--- src/rtl/ov7670_cfg_pkg.sv ---
// ---------------------------------------------------------------------------
// ov7670_cfg_pkg
//
// Shared definitions for the OV7670 configuration sequencer:
//   - state_t            : sequencer FSM state encoding
//   - DELAY_W            : width of the delay counter
//   - DEFAULT_DELAY_CYC  : default clocks waited per delay marker
//   - end_code(dw)       : in-band end-of-table marker (all ones)
//   - delay_code(dw)     : in-band delay marker (all ones, low nibble clear)
//
// Both marker functions return a MAX_DW-wide vector. The caller casts the
// result down to its own ROM word width.
// ---------------------------------------------------------------------------
package ov7670_cfg_pkg;

    typedef enum logic [2:0] {
        S_IDLE      = 3'd0,
        S_FETCH     = 3'd1,
        S_WAIT_ROM  = 3'd2,
        S_DECODE    = 3'd3,
        S_REQ       = 3'd4,
        S_WAIT_DONE = 3'd5,
        S_DELAY     = 3'd6,
        S_FINISH    = 3'd7
    } state_t;

    localparam int                 DELAY_W           = 20;
    localparam logic [DELAY_W-1:0] DEFAULT_DELAY_CYC = 20'd1_000_000;

    // Widest ROM word the marker helpers support.
    localparam int MAX_DW = 64;

    // All ones across the low dw bits.
    function automatic logic [MAX_DW-1:0] end_code(input int dw);
        logic [MAX_DW-1:0] code;
        code = '0;
        for (int i = 0; i < MAX_DW; i++) begin
            if (i < dw) code[i] = 1'b1;
        end
        return code;
    endfunction

    // End marker with the low 4 bits cleared.
    function automatic logic [MAX_DW-1:0] delay_code(input int dw);
        return end_code(dw) & {{(MAX_DW-4){1'b1}}, 4'h0};
    endfunction

endpackage

--- src/rtl/ov7670_cfg_delay.sv ---
// ---------------------------------------------------------------------------
// ov7670_cfg_delay
//
// Loadable down-counter with a zero flag. A load takes priority over a
// decrement. The counter saturates at zero, so holding en high after it
// expires is harmless.
//
// Ports:
//   clk       in   system clock
//   rst_n     in   asynchronous active-low reset (clears the count)
//   load      in   load load_val on the next edge
//   load_val  in   value to load (W bits)
//   en        in   decrement enable
//   zero      out  count == 0
// ---------------------------------------------------------------------------
module ov7670_cfg_delay #(
    parameter int W = 20
) (
    input  logic         clk,
    input  logic         rst_n,
    input  logic         load,
    input  logic [W-1:0] load_val,
    input  logic         en,
    output logic         zero
);

    logic [W-1:0] count;

    // NOTE: sequential state uses non-blocking assignments only, so every
    // flop samples the pre-edge value of its inputs regardless of block order.
    always_ff @(posedge clk or negedge rst_n) begin
        if (!rst_n) begin
            count <= '0;
        end else if (load) begin
            count <= load_val;
        end else if (en && (count != '0)) begin
            count <= count - W'(1);
        end
    end

    assign zero = (count == '0);

endmodule

--- src/rtl/ov7670_config_seq.sv ---
// ---------------------------------------------------------------------------
// ov7670_config_seq
//
// Configuration sequencer for OV7670-class sensors. Walks a synchronous
// register/value ROM from address 0. Each ordinary word {reg, val} becomes
// one write command to the SCCB master. Two in-band markers are recognised:
//   all ones                 -> end of table
//   all ones, low nibble 0   -> wait DELAY_CYC clocks, then continue
// A NACKed write is re-sent up to MAX_RETRY times. After that the sequence
// stops with err set and err_addr holding the failing ROM index. Running
// off the end of the table without a marker ends the sequence normally.
//
// Ports:
//   clk, rst_n          clock, asynchronous active-low reset
//   start               one-cycle pulse, accepted only when idle
//   rom_en / rom_addr   ROM read strobe and index
//   rom_data            ROM word, valid ROM_LAT cycles after rom_en
//   cmd_valid/ready     write command handshake to the SCCB master
//   cmd_reg / cmd_val   register address / value, stable while valid
//   cmd_done / cmd_nack transfer finished pulse and its NACK status
//   busy                sequence in progress
//   done / err          sticky completion / failure flags until next start
//   err_addr            ROM index of the entry that exhausted its retries
// ---------------------------------------------------------------------------
module ov7670_config_seq
    import ov7670_cfg_pkg::*;
#(
    parameter int                 ADDR_W    = 8,
    parameter int                 REG_W     = 8,
    parameter int                 VAL_W     = 8,
    parameter int                 ROM_LAT   = 1,
    parameter logic [DELAY_W-1:0] DELAY_CYC = DEFAULT_DELAY_CYC,
    parameter int                 MAX_RETRY = 3,
    localparam int                DW        = REG_W + VAL_W
) (
    input  logic              clk,
    input  logic              rst_n,
    input  logic              start,
    output logic              rom_en,
    output logic [ADDR_W-1:0] rom_addr,
    input  logic [DW-1:0]     rom_data,
    output logic              cmd_valid,
    input  logic              cmd_ready,
    output logic [REG_W-1:0]  cmd_reg,
    output logic [VAL_W-1:0]  cmd_val,
    input  logic              cmd_done,
    input  logic              cmd_nack,
    output logic              busy,
    output logic              done,
    output logic              err,
    output logic [ADDR_W-1:0] err_addr
);

    localparam logic [DW-1:0]      END_CODE    = DW'(end_code(DW));
    localparam logic [DW-1:0]      DELAY_CODE  = DW'(delay_code(DW));
    localparam logic [1:0]         LAT_LAST    = 2'(ROM_LAT - 1);
    localparam logic [3:0]         RETRY_LIMIT = 4'(MAX_RETRY);
    localparam logic [DELAY_W-1:0] DELAY_LOAD  = DELAY_CYC - DELAY_W'(1);

    state_t            state;
    state_t            state_nxt;
    logic [1:0]        lat_cnt;
    logic [DW-1:0]     rom_word;
    logic [3:0]        retry_cnt;
    logic              is_end;
    logic              is_delay;
    logic              at_last;
    logic              dly_load;
    logic              dly_en;
    logic              dly_zero;

    assign is_end   = (rom_word == END_CODE);
    assign is_delay = (rom_word == DELAY_CODE);
    assign at_last  = (rom_addr == {ADDR_W{1'b1}});

    // -----------------------------------------------------------------------
    // State register
    // -----------------------------------------------------------------------
    always_ff @(posedge clk or negedge rst_n) begin
        if (!rst_n) state <= S_IDLE;
        else        state <= state_nxt;
    end

    // -----------------------------------------------------------------------
    // Next-state logic
    // -----------------------------------------------------------------------
    // NOTE: state_nxt gets a default before the case so every path assigns
    // it; without that, a missed branch would infer a latch.
    always_comb begin
        state_nxt = state;
        case (state)
            S_IDLE:     if (start) state_nxt = S_FETCH;
            S_FETCH:    state_nxt = S_WAIT_ROM;
            S_WAIT_ROM: if (lat_cnt == LAT_LAST) state_nxt = S_DECODE;
            S_DECODE: begin
                if (is_end)        state_nxt = S_FINISH;
                else if (is_delay) state_nxt = S_DELAY;
                else               state_nxt = S_REQ;
            end
            S_REQ:      if (cmd_ready) state_nxt = S_WAIT_DONE;
            S_WAIT_DONE: begin
                if (cmd_done) begin
                    if (!cmd_nack)                   state_nxt = at_last ? S_FINISH : S_FETCH;
                    else if (retry_cnt < RETRY_LIMIT) state_nxt = S_REQ;
                    else                             state_nxt = S_FINISH;
                end
            end
            S_DELAY:    if (dly_zero) state_nxt = at_last ? S_FINISH : S_FETCH;
            S_FINISH:   state_nxt = S_IDLE;
            default:    state_nxt = S_IDLE;
        endcase
    end

    // -----------------------------------------------------------------------
    // Output / control decode
    // -----------------------------------------------------------------------
    // These outputs decode the state register directly, so an asynchronous
    // reset drops cmd_valid and busy immediately.
    always_comb begin
        rom_en    = (state == S_FETCH);
        cmd_valid = (state == S_REQ);
        busy      = (state != S_IDLE) && (state != S_FINISH);
        dly_load  = (state == S_DECODE) && !is_end && is_delay;
        dly_en    = (state == S_DELAY);
    end

    // -----------------------------------------------------------------------
    // Datapath: ROM index, captured word, command, retry and status
    // -----------------------------------------------------------------------
    always_ff @(posedge clk or negedge rst_n) begin
        if (!rst_n) begin
            rom_addr  <= '0;
            lat_cnt   <= '0;
            rom_word  <= '0;
            cmd_reg   <= '0;
            cmd_val   <= '0;
            retry_cnt <= '0;
            done      <= 1'b0;
            err       <= 1'b0;
            err_addr  <= '0;
        end else begin
            case (state)
                S_IDLE: begin
                    if (start) begin
                        rom_addr  <= '0;
                        retry_cnt <= '0;
                        done      <= 1'b0;
                        err       <= 1'b0;
                    end
                end
                S_FETCH: lat_cnt <= '0;
                S_WAIT_ROM: begin
                    lat_cnt <= lat_cnt + 2'd1;
                    if (lat_cnt == LAT_LAST) rom_word <= rom_data;
                end
                S_DECODE: begin
                    if (!is_end && !is_delay) begin
                        cmd_reg <= rom_word[DW-1:VAL_W];
                        cmd_val <= rom_word[VAL_W-1:0];
                    end
                end
                S_WAIT_DONE: begin
                    if (cmd_done) begin
                        if (!cmd_nack) begin
                            retry_cnt <= '0;
                            if (!at_last) rom_addr <= rom_addr + ADDR_W'(1);
                        end else if (retry_cnt < RETRY_LIMIT) begin
                            retry_cnt <= retry_cnt + 4'd1;
                        end else begin
                            err      <= 1'b1;
                            err_addr <= rom_addr;
                        end
                    end
                end
                S_DELAY: begin
                    if (dly_zero && !at_last) rom_addr <= rom_addr + ADDR_W'(1);
                end
                S_FINISH: done <= !err;
                default: ;
            endcase
        end
    end

    // The counter is loaded with DELAY_CYC-1 in DECODE, so DELAY lasts
    // exactly DELAY_CYC cycles (the last one being the cycle it reads zero).
    ov7670_cfg_delay #(
        .W (DELAY_W)
    ) u_delay (
        .clk      (clk),
        .rst_n    (rst_n),
        .load     (dly_load),
        .load_val (DELAY_LOAD),
        .en       (dly_en),
        .zero     (dly_zero)
    );

endmodule

--- config.mk ---
export PLATFORM = sky130hd
export DESIGN_NAME = ov7670_config_seq
export DESIGN_NICKNAME = d
export VERILOG_FILES = /design/src/rtl/ov7670_cfg_pkg.sv /design/src/rtl/ov7670_cfg_delay.sv /design/src/rtl/ov7670_config_seq.sv
export SDC_FILE = /design/constraint.sdc
export NUM_CORES = 1
export LEC_CHECK = 0
export ABC_AREA = 1
export CAP_MARGIN = 20
export CORE_MARGIN = 5
export CORE_UTILIZATION = 50
export DETAILED_ROUTE_END_ITERATION = 16
export PLACE_DENSITY = 0.74
export SLEW_MARGIN = 20
export SYNTH_ARGS = -nofsm -noshare
export SYNTH_HDL_FRONTEND = slang
export SYNTH_SLANG_ARGS = --single-unit
--- constraint.sdc ---
create_clock -name clk -period 1.94 [get_ports clk]
set_input_delay 0.194 -clock clk [delete_from_list [all_inputs] [get_ports clk]]
set_output_delay 0.194 -clock clk [all_outputs]
set_load 0.01 [all_outputs]
==> results of run 1 <==
critical path, stage by stage (launching register included):
cell,delay (ns)
dfrtp_2,0.46
inv_2,0.11
nand3_1,0.11
inv_1,0.07
clkdlybuf4s50_1,0.54
through the flow:
stage | area [um^2] | instances | hold slack, ns | worst slack [ns]
2_1_floorplan | 3994 | 519 | -0.1016 | 0.2011
3_3_place_gp | 4715 | 676 | 0.2014 | 0.1523
3_5_place_dp | 4715 | 676 | 0.2057 | 0.1169
4_1_cts | 4926 | 693 | 0.3607 | 0.001396
5_1_grt | 4949 | 695 | 0.3801 | -0.006501
6_report | 4949 | 695 | 0.3377 | 0.1047
worst max path at each step:
stage	cells after the start	from	slack (ns)	end
global placement	9	u_delay.count[0]$_DFFE_PN0P_	0.15	u_delay.count[7]$_DFFE_PN0P_
CTS	5	state[2]$_DFFE_PN0P_	0.001	busy
detailed placement	9	u_delay.count[0]$_DFFE_PN0P_	0.12	u_delay.count[7]$_DFFE_PN0P_
finish	4	state[2]$_DFFE_PN0P_	0.10	rom_en
floorplan	11	u_delay.count[0]$_DFFE_PN0P_	0.20	u_delay.count[5]$_DFFE_PN0P_
global route	4	state[2]$_DFFE_PN0P_	-0.007	rom_en
synthesized netlist by cell type (2+ instances only):
cell type	instances	area share
nand3_1	37	0.046
clkbuf_1	2	0.0019
dfrtp_1	79	0.49
inv_1	59	0.055
nor2_1	80	0.075
o21ai_1	3	0.0038
nand3_2	3	0.0075
nand2_1	142	0.13
a21oi_1	23	0.029
nor2_4	2	0.0056
nand4_1	10	0.016
nor2_2	4	0.0063
nor3_1	5	0.0063
inv_2	2	0.0019
o21ai_0	32	0.040
mux2_2	3	0.0085
xor2_1	7	0.015
nand3b_1	3	0.0056
ha_1	4	0.013
nor3b_1	4	0.0075
buf_2	7	0.0088
layer usage:
layer	part of all wire	routed length [um]
met5	0	0
met4	0.010	91
met3	0.042	377
met2	0.49	4427
met1	0.46	4172
cells by family after synthesis:
family,after synthesis
and+or+nand+nor,293
DFF,79
buffers and inverters,73
AOI/OAI and AO/OA,58
xor gates and xnor gates,7
muxes,5
adders and majority gates,4
what timing repair did:
action                                  4_1_cts  5_1_grt
resized for setup                             1        3
hold buffers                                  1        0
buffers inserted                              1        2
hold endpoints to repair                     38        0
endpoints found under the setup margin        1        9
cell type report:
| class | instances | area, um^2 | area share |
|---|---|---|---|
| flip-flops and latches | 79 | 1978 | 0.3997 |
| multi-input cells | 367 | 1728 | 0.3492 |
| repair buffers | 71 | 693.2 | 0.1401 |
| inverters | 61 | 229.0 | 0.04627 |
| well taps | 102 | 127.6 | 0.02579 |
| clock buffers | 9 | 123.9 | 0.02503 |
| clock inverters | 6 | 68.82 | 0.01391 |
where the power goes:
group / switching [W] / leakage [nW] / internal (W) / total, W
clock: 0.000638 / 0.0961 / 0.000597 / 0.00123
sequential: 0.000418 / 1.01 / 0.00221 / 0.00263
combinational: 0.00187 / 1.42 / 0.00130 / 0.00316
total: 0.00292 / 2.52 / 0.00410 / 0.00702
==> results.py, run 1 <==
metrics = {
    "sta": {
        "finalSetupViolations": 0,
        "finalSetupTns_ns": 0,
        "maxSlewViolCount": 0,
        "period_needed_ns": 1.835,
        "hold_violations": 0,
        "finClkSkew_ns": 0.01550,
        "slew_headroom": 0.6622,
        "worst_pin_slew_ns": 0.5067,
        "fmax_ghz": 0.5449,
        "period_share": 0.9460,
    },
    "floorplan": {
        "die_x_um": 99.38,
        "die-area_um2": 9875,
        "rows": 32,
        "die_h_um": 99.38,
        "core_um2": 7767,
        "initial_utilization": 0.5142,
        "ios": 59,
    },
    "global_routing": {
        "busiest_layer": "met2",
        "grt_max_degree": 42,
        "grt_first_pass_wirelength_mm": 15.95,
        "antenna_found_initial": 0,
        "grt_use_met2": 0.3228,
        "grt_usage": 0.1971,
        "gr-total-overflow": 0,
        "grt_pass1_vias": 3436,
        "grt_use_met1": 0.2699,
        "grt_util_met3": 0.03576,
    },
    "routing": {
        "wl_mm": 9.069,
        "ant_nets": 0,
        "via_count": 3483,
        "post_drt_wl_per_cell_um": 13.05,
        "first_pass_iters": 5,
        "first_iter_violations": 163,
        "viasPerCell": 5.012,
        "drc": 0,
    },
    "synth": {
        "synthSimpleGateAreaFrac": 0.3170,
        "synth_top_family_by_area": "simple AND/OR/NAND/NOR gates",
        "ys_ff_latch": 79,
        "ys_warn_count": 0,
        "synth_cell_types": 29,
        "ys.flop_type": "dfrtp_1",
        "synthAdderAreaFrac": 0.01253,
        "synthCells": 519,
        "syn_nets": 545,
        "yosysSeqAreaShare": 0.4950,
        "synthXorXnorAreaFrac": 0.01535,
        "synthMuxAreaShare": 0.01378,
        "synth_edf_count": 0,
        "synth_compound_area_frac": 0.07268,
        "synthArstFlopShare": 1.000,
        "syn-cell-area_um2": 3994,
        "syn_avg_cell_area_um2": 7.695,
    },
    "setup_path": {
        "worstReg2RegStart": "state[2]$_DFFE_PN0P_",
        "critPathCaptureType": "output port",
        "worstPathRequired_ns": 1.75,
        "reg2reg_setup_slack_ns": 0.13,
        "cp_data_arrival_time_ns": 1.64,
        "worstPathMaxFanout": 6,
        "r2r_end": "rom_addr[1]$_DFFE_PN0P_",
        "r2r_cells": 9,
        "startpoint_type": "register",
        "path_class": "reg -> out",
    },
    "place": {
        "portBuffers": 58,
        "gp_congestion": 0.9275,
        "dp_hpwl_mm": 6.679,
    },
    "status": {
        "outcome": "complete, no violations",
    },
    "cells_and_area": {
        "final_cell_mix": "nand2_1 (141), nor2_1 (79), dfrtp_1 (78)",
        "post-route-util": 0.6371,
        "nNetsFinal": 615,
        "nFillCells": 684,
        "final_common_cell": "nand2_1",
        "largest_register_ffs": 20,
        "drive_gt1_frac": 0.08094,
        "reg_top3": "u_delay.count: 20 flops, rom_word: 16 flops",
        "diodes": 0,
        "regMostFlops": "u_delay.count",
        "area_growth_pct": 23.90,
    },
    "hold_path": {
        "hold_class": "in -> async",
    },
    "cts": {
        "cts_tree": "built",
        "cts_root_buf": "clkbuf_8",
        "cts_buffers": 9,
        "htreeDepth": 3,
        "clk_pin_slew_ns": 0.09,
        "clkSinkCount": 79,
        "clk_latency_ns": 0.35,
        "clock_path_buffers": 2,
    },
    "power_and_ir_drop": {
        "ir_drop_mv": 0.7028,
        "pwr_density_cell_nw_per_um2": 1419,
        "p_leak_nw": 2.524,
        "p_total_w": 0.007022,
    },
    "run": {
        "drv_cap": 0,
    },
}
No activity file was read; power rests on OpenSTA's default activity.
==> run 2: changes to the inputs <==
Settings changed: SLEW_MARGIN 20 to 40.
==> results of run 2 <==
Final layout, timing and power as in run 1 (identical DEF).
==> run 3: changes to the inputs <==
Settings changed: PLACE_DENSITY 0.74 to 0.84.
==> run 3 against run 2 <==
Against the previous run: cell area grew 0.51%; die area did not move; worst setup slack got worse by 0.029 ns; critical path type unchanged; non-clock buffer count decreased by 2; combinational power about the same; worst hold slack worse by 0.0049 ns; global-route usage up 0.43 points.
==> results.py, run 3 (synthesis results as in run 1) <==
metrics = {
    "setup_path": {
        "cp_data_arrival_time_ns": 1.67,
        "worstPathMaxFanout": 6,
        "crit_family": "buffers and inverters",
        "critPathCaptureType": "output port",
        "cpPeakStageDelay_ns": 0.56,
        "worstPathRequired_ns": 1.75,
        "crit_chain": "inv_2 > nand3_1 > inv_1 > clkdlybuf4s50_1",
        "path_buf_inv": 3,
        "startpoint_type": "register",
        "cp_slowest_cell": "clkdlybuf4s50_1",
        "startpoint": "state[2]$_DFFE_PN0P_",
        "worstReg2RegStart": "u_delay.count[0]$_DFFE_PN0P_",
        "path_class": "reg -> out",
    },
    "sta": {
        "rsz0062_at_grt": "no",
        "finalSetupTns_ns": 0,
        "worst_pin_slew_ns": 0.4391,
        "maxSlewViolCount": 0,
        "fmax_ghz": 0.5365,
        "hold_violations": 0,
        "slew_headroom": 0.7072,
        "period_share": 0.9608,
        "period_needed_ns": 1.864,
        "finClkSkew_ns": 0.007678,
        "finalSetupViolations": 0,
    },
    "cells_and_area": {
        "final_cells": 694,
        "regMostFlops": "u_delay.count",
        "final_cell_mix": "nand2_1 (142), nor2_1 (79), dfrtp_1 (77)",
        "diodes": 0,
        "reg_top3": "u_delay.count: 20 flops, rom_word: 16 flops",
        "nNetsFinal": 613,
        "drive_gt1_frac": 0.07939,
        "largest_register_ffs": 20,
        "area_growth_pct": 24.53,
        "final_common_cell": "nand2_1",
    },
    "floorplan": {
        "die-area_um2": 9875,
        "ios": 59,
        "core_um2": 7767,
        "die_h_um": 99.38,
        "initial_utilization": 0.5142,
        "die_x_um": 99.38,
        "rows": 32,
    },
    "cts": {
        "cts_tree": "built",
        "cts_root_buf": "clkbuf_8",
        "clkSinkCount": 79,
        "clk_pin_slew_ns": 0.08,
        "cts_buffers": 9,
        "clock_path_buffers": 2,
        "clk_latency_ns": 0.35,
        "htreeDepth": 3,
    },
    "hold_path": {
        "hold_class": "in -> async",
    },
    "power_and_ir_drop": {
        "sw_frac_of_total": 0.4078,
        "p_clk_frac": 0.193,
        "p_leak_nw": 2.537,
        "p_switching_w": 0.002932,
        "combPwrFrac": 0.438,
        "pwr-share-seq": 0.370,
        "pwr_density_cell_nw_per_um2": 1446,
        "p_int_w": 0.004258,
        "ir_drop_mv": 0.7636,
    },
    "global_routing": {
        "gr-total-overflow": 0,
        "antenna_found_initial": 0,
        "grt_max_degree": 47,
        "grt_first_pass_wirelength_mm": 16.32,
        "grt_usage": 0.2014,
        "grt_pass1_vias": 3625,
    },
    "routing": {
        "first_pass_iters": 4,
        "post_drt_wl_per_cell_um": 13.56,
        "first_iter_violations": 175,
        "viasPerCell": 5.167,
        "drc": 0,
        "ant_nets": 0,
        "wl_mm": 9.411,
        "via_count": 3586,
    },
    "place": {
        "dp_hpwl_mm": 6.996,
        "dp.cells": 677,
        "gp_congestion": 0.8610,
        "portBuffers": 58,
    },
    "status": {
        "outcome": "complete, no violations",
    },
    "run": {
        "drv_cap": 0,
    },
}
-- run 3: cell count changes in the layout (fill, tap and decap cells not counted), sizes merged --
cell / delta
buf: -2
bufinv: +1
clkbuf: +1
clkinv: +1
clkinvlp: -1
inv: -1
-- run 3: final cells by class --
class,instances,area [um^2]
Clock inverter,6,91.34
Timing Repair Buffer,69,678.2
Fill cell,656,2794
Tap cell,102,127.6
Sequential cell,79,1979
Inverter,61,229.0
Clock buffer,10,137.6
Multi-Input combinational cell,367,1730
-- run 3: path summary, 6_finish.rpt --
path	to	slack, ns	cells past startpoint
worst min register to register	cmd_reg[0]$_DFFE_PN0P_	0.49	2
worst max-delay path	rom_en	0.08	4
min in group clk	rom_word[7]$_DFFE_PN0P_	0.42	3
max in group asynchronous	state[0]$_DFFE_PN0P_	0.99	3
worst max register to register	u_delay.count[13]$_DFFE_PN0P_	0.18	10
worst min-delay path	rom_word[5]$_DFFE_PN0P_	0.33	2
-- run 3: metal layers --
layer	GRT usage	vias to the layer above	routed length [um]
li1	-	1784	-
met1	0.2502	1715	4012
met2	0.3528	75	4915
met3	0.04067	12	373
met4	0.06197	0	110
met5	0	-	0
-- run 3: per-stage QoR --
step / setup slack, ns / util / hold WS [ns] / area, um^2 / power [W]
final: 0.07603 / 0.6403 / 0.3328 / 4974 / 0.007190
after global routing: 0.01630 / 0.6403 / 0.3637 / 4974 / 0.007793
after CTS: 0.02721 / 0.6392 / 0.3437 / 4965 / 0.007219
after detailed placement: 0.2274 / 0.6079 / 0.1701 / 4722 / 0.005804
after global placement: 0.3002 / 0.6079 / 0.1651 / 4722 / 0.005670
after floorplan: 0.2011 / - / -0.1016 / 3994 / 0.004660
-- run 3: repair_timing --
item                       CTS  global route
hold buffers                 1             0
setup endpoints to repair    1             2
hold endpoints to repair    33             0
gates resized for setup      2             3
buffers inserted             0             0
-- run 3: power by group through the flow --
stage	clock network [W]	logic (W)	registers [W]
4_1_cts	0.00141	0.00317	0.00265
2_1_floorplan	0	0.00201	0.00265
6_report	0.00139	0.00315	0.00266
5_1_grt	0.00148	0.00358	0.00273
3_3_place_gp	0	0.00303	0.00264
3_5_place_dp	0	0.00314	0.00267
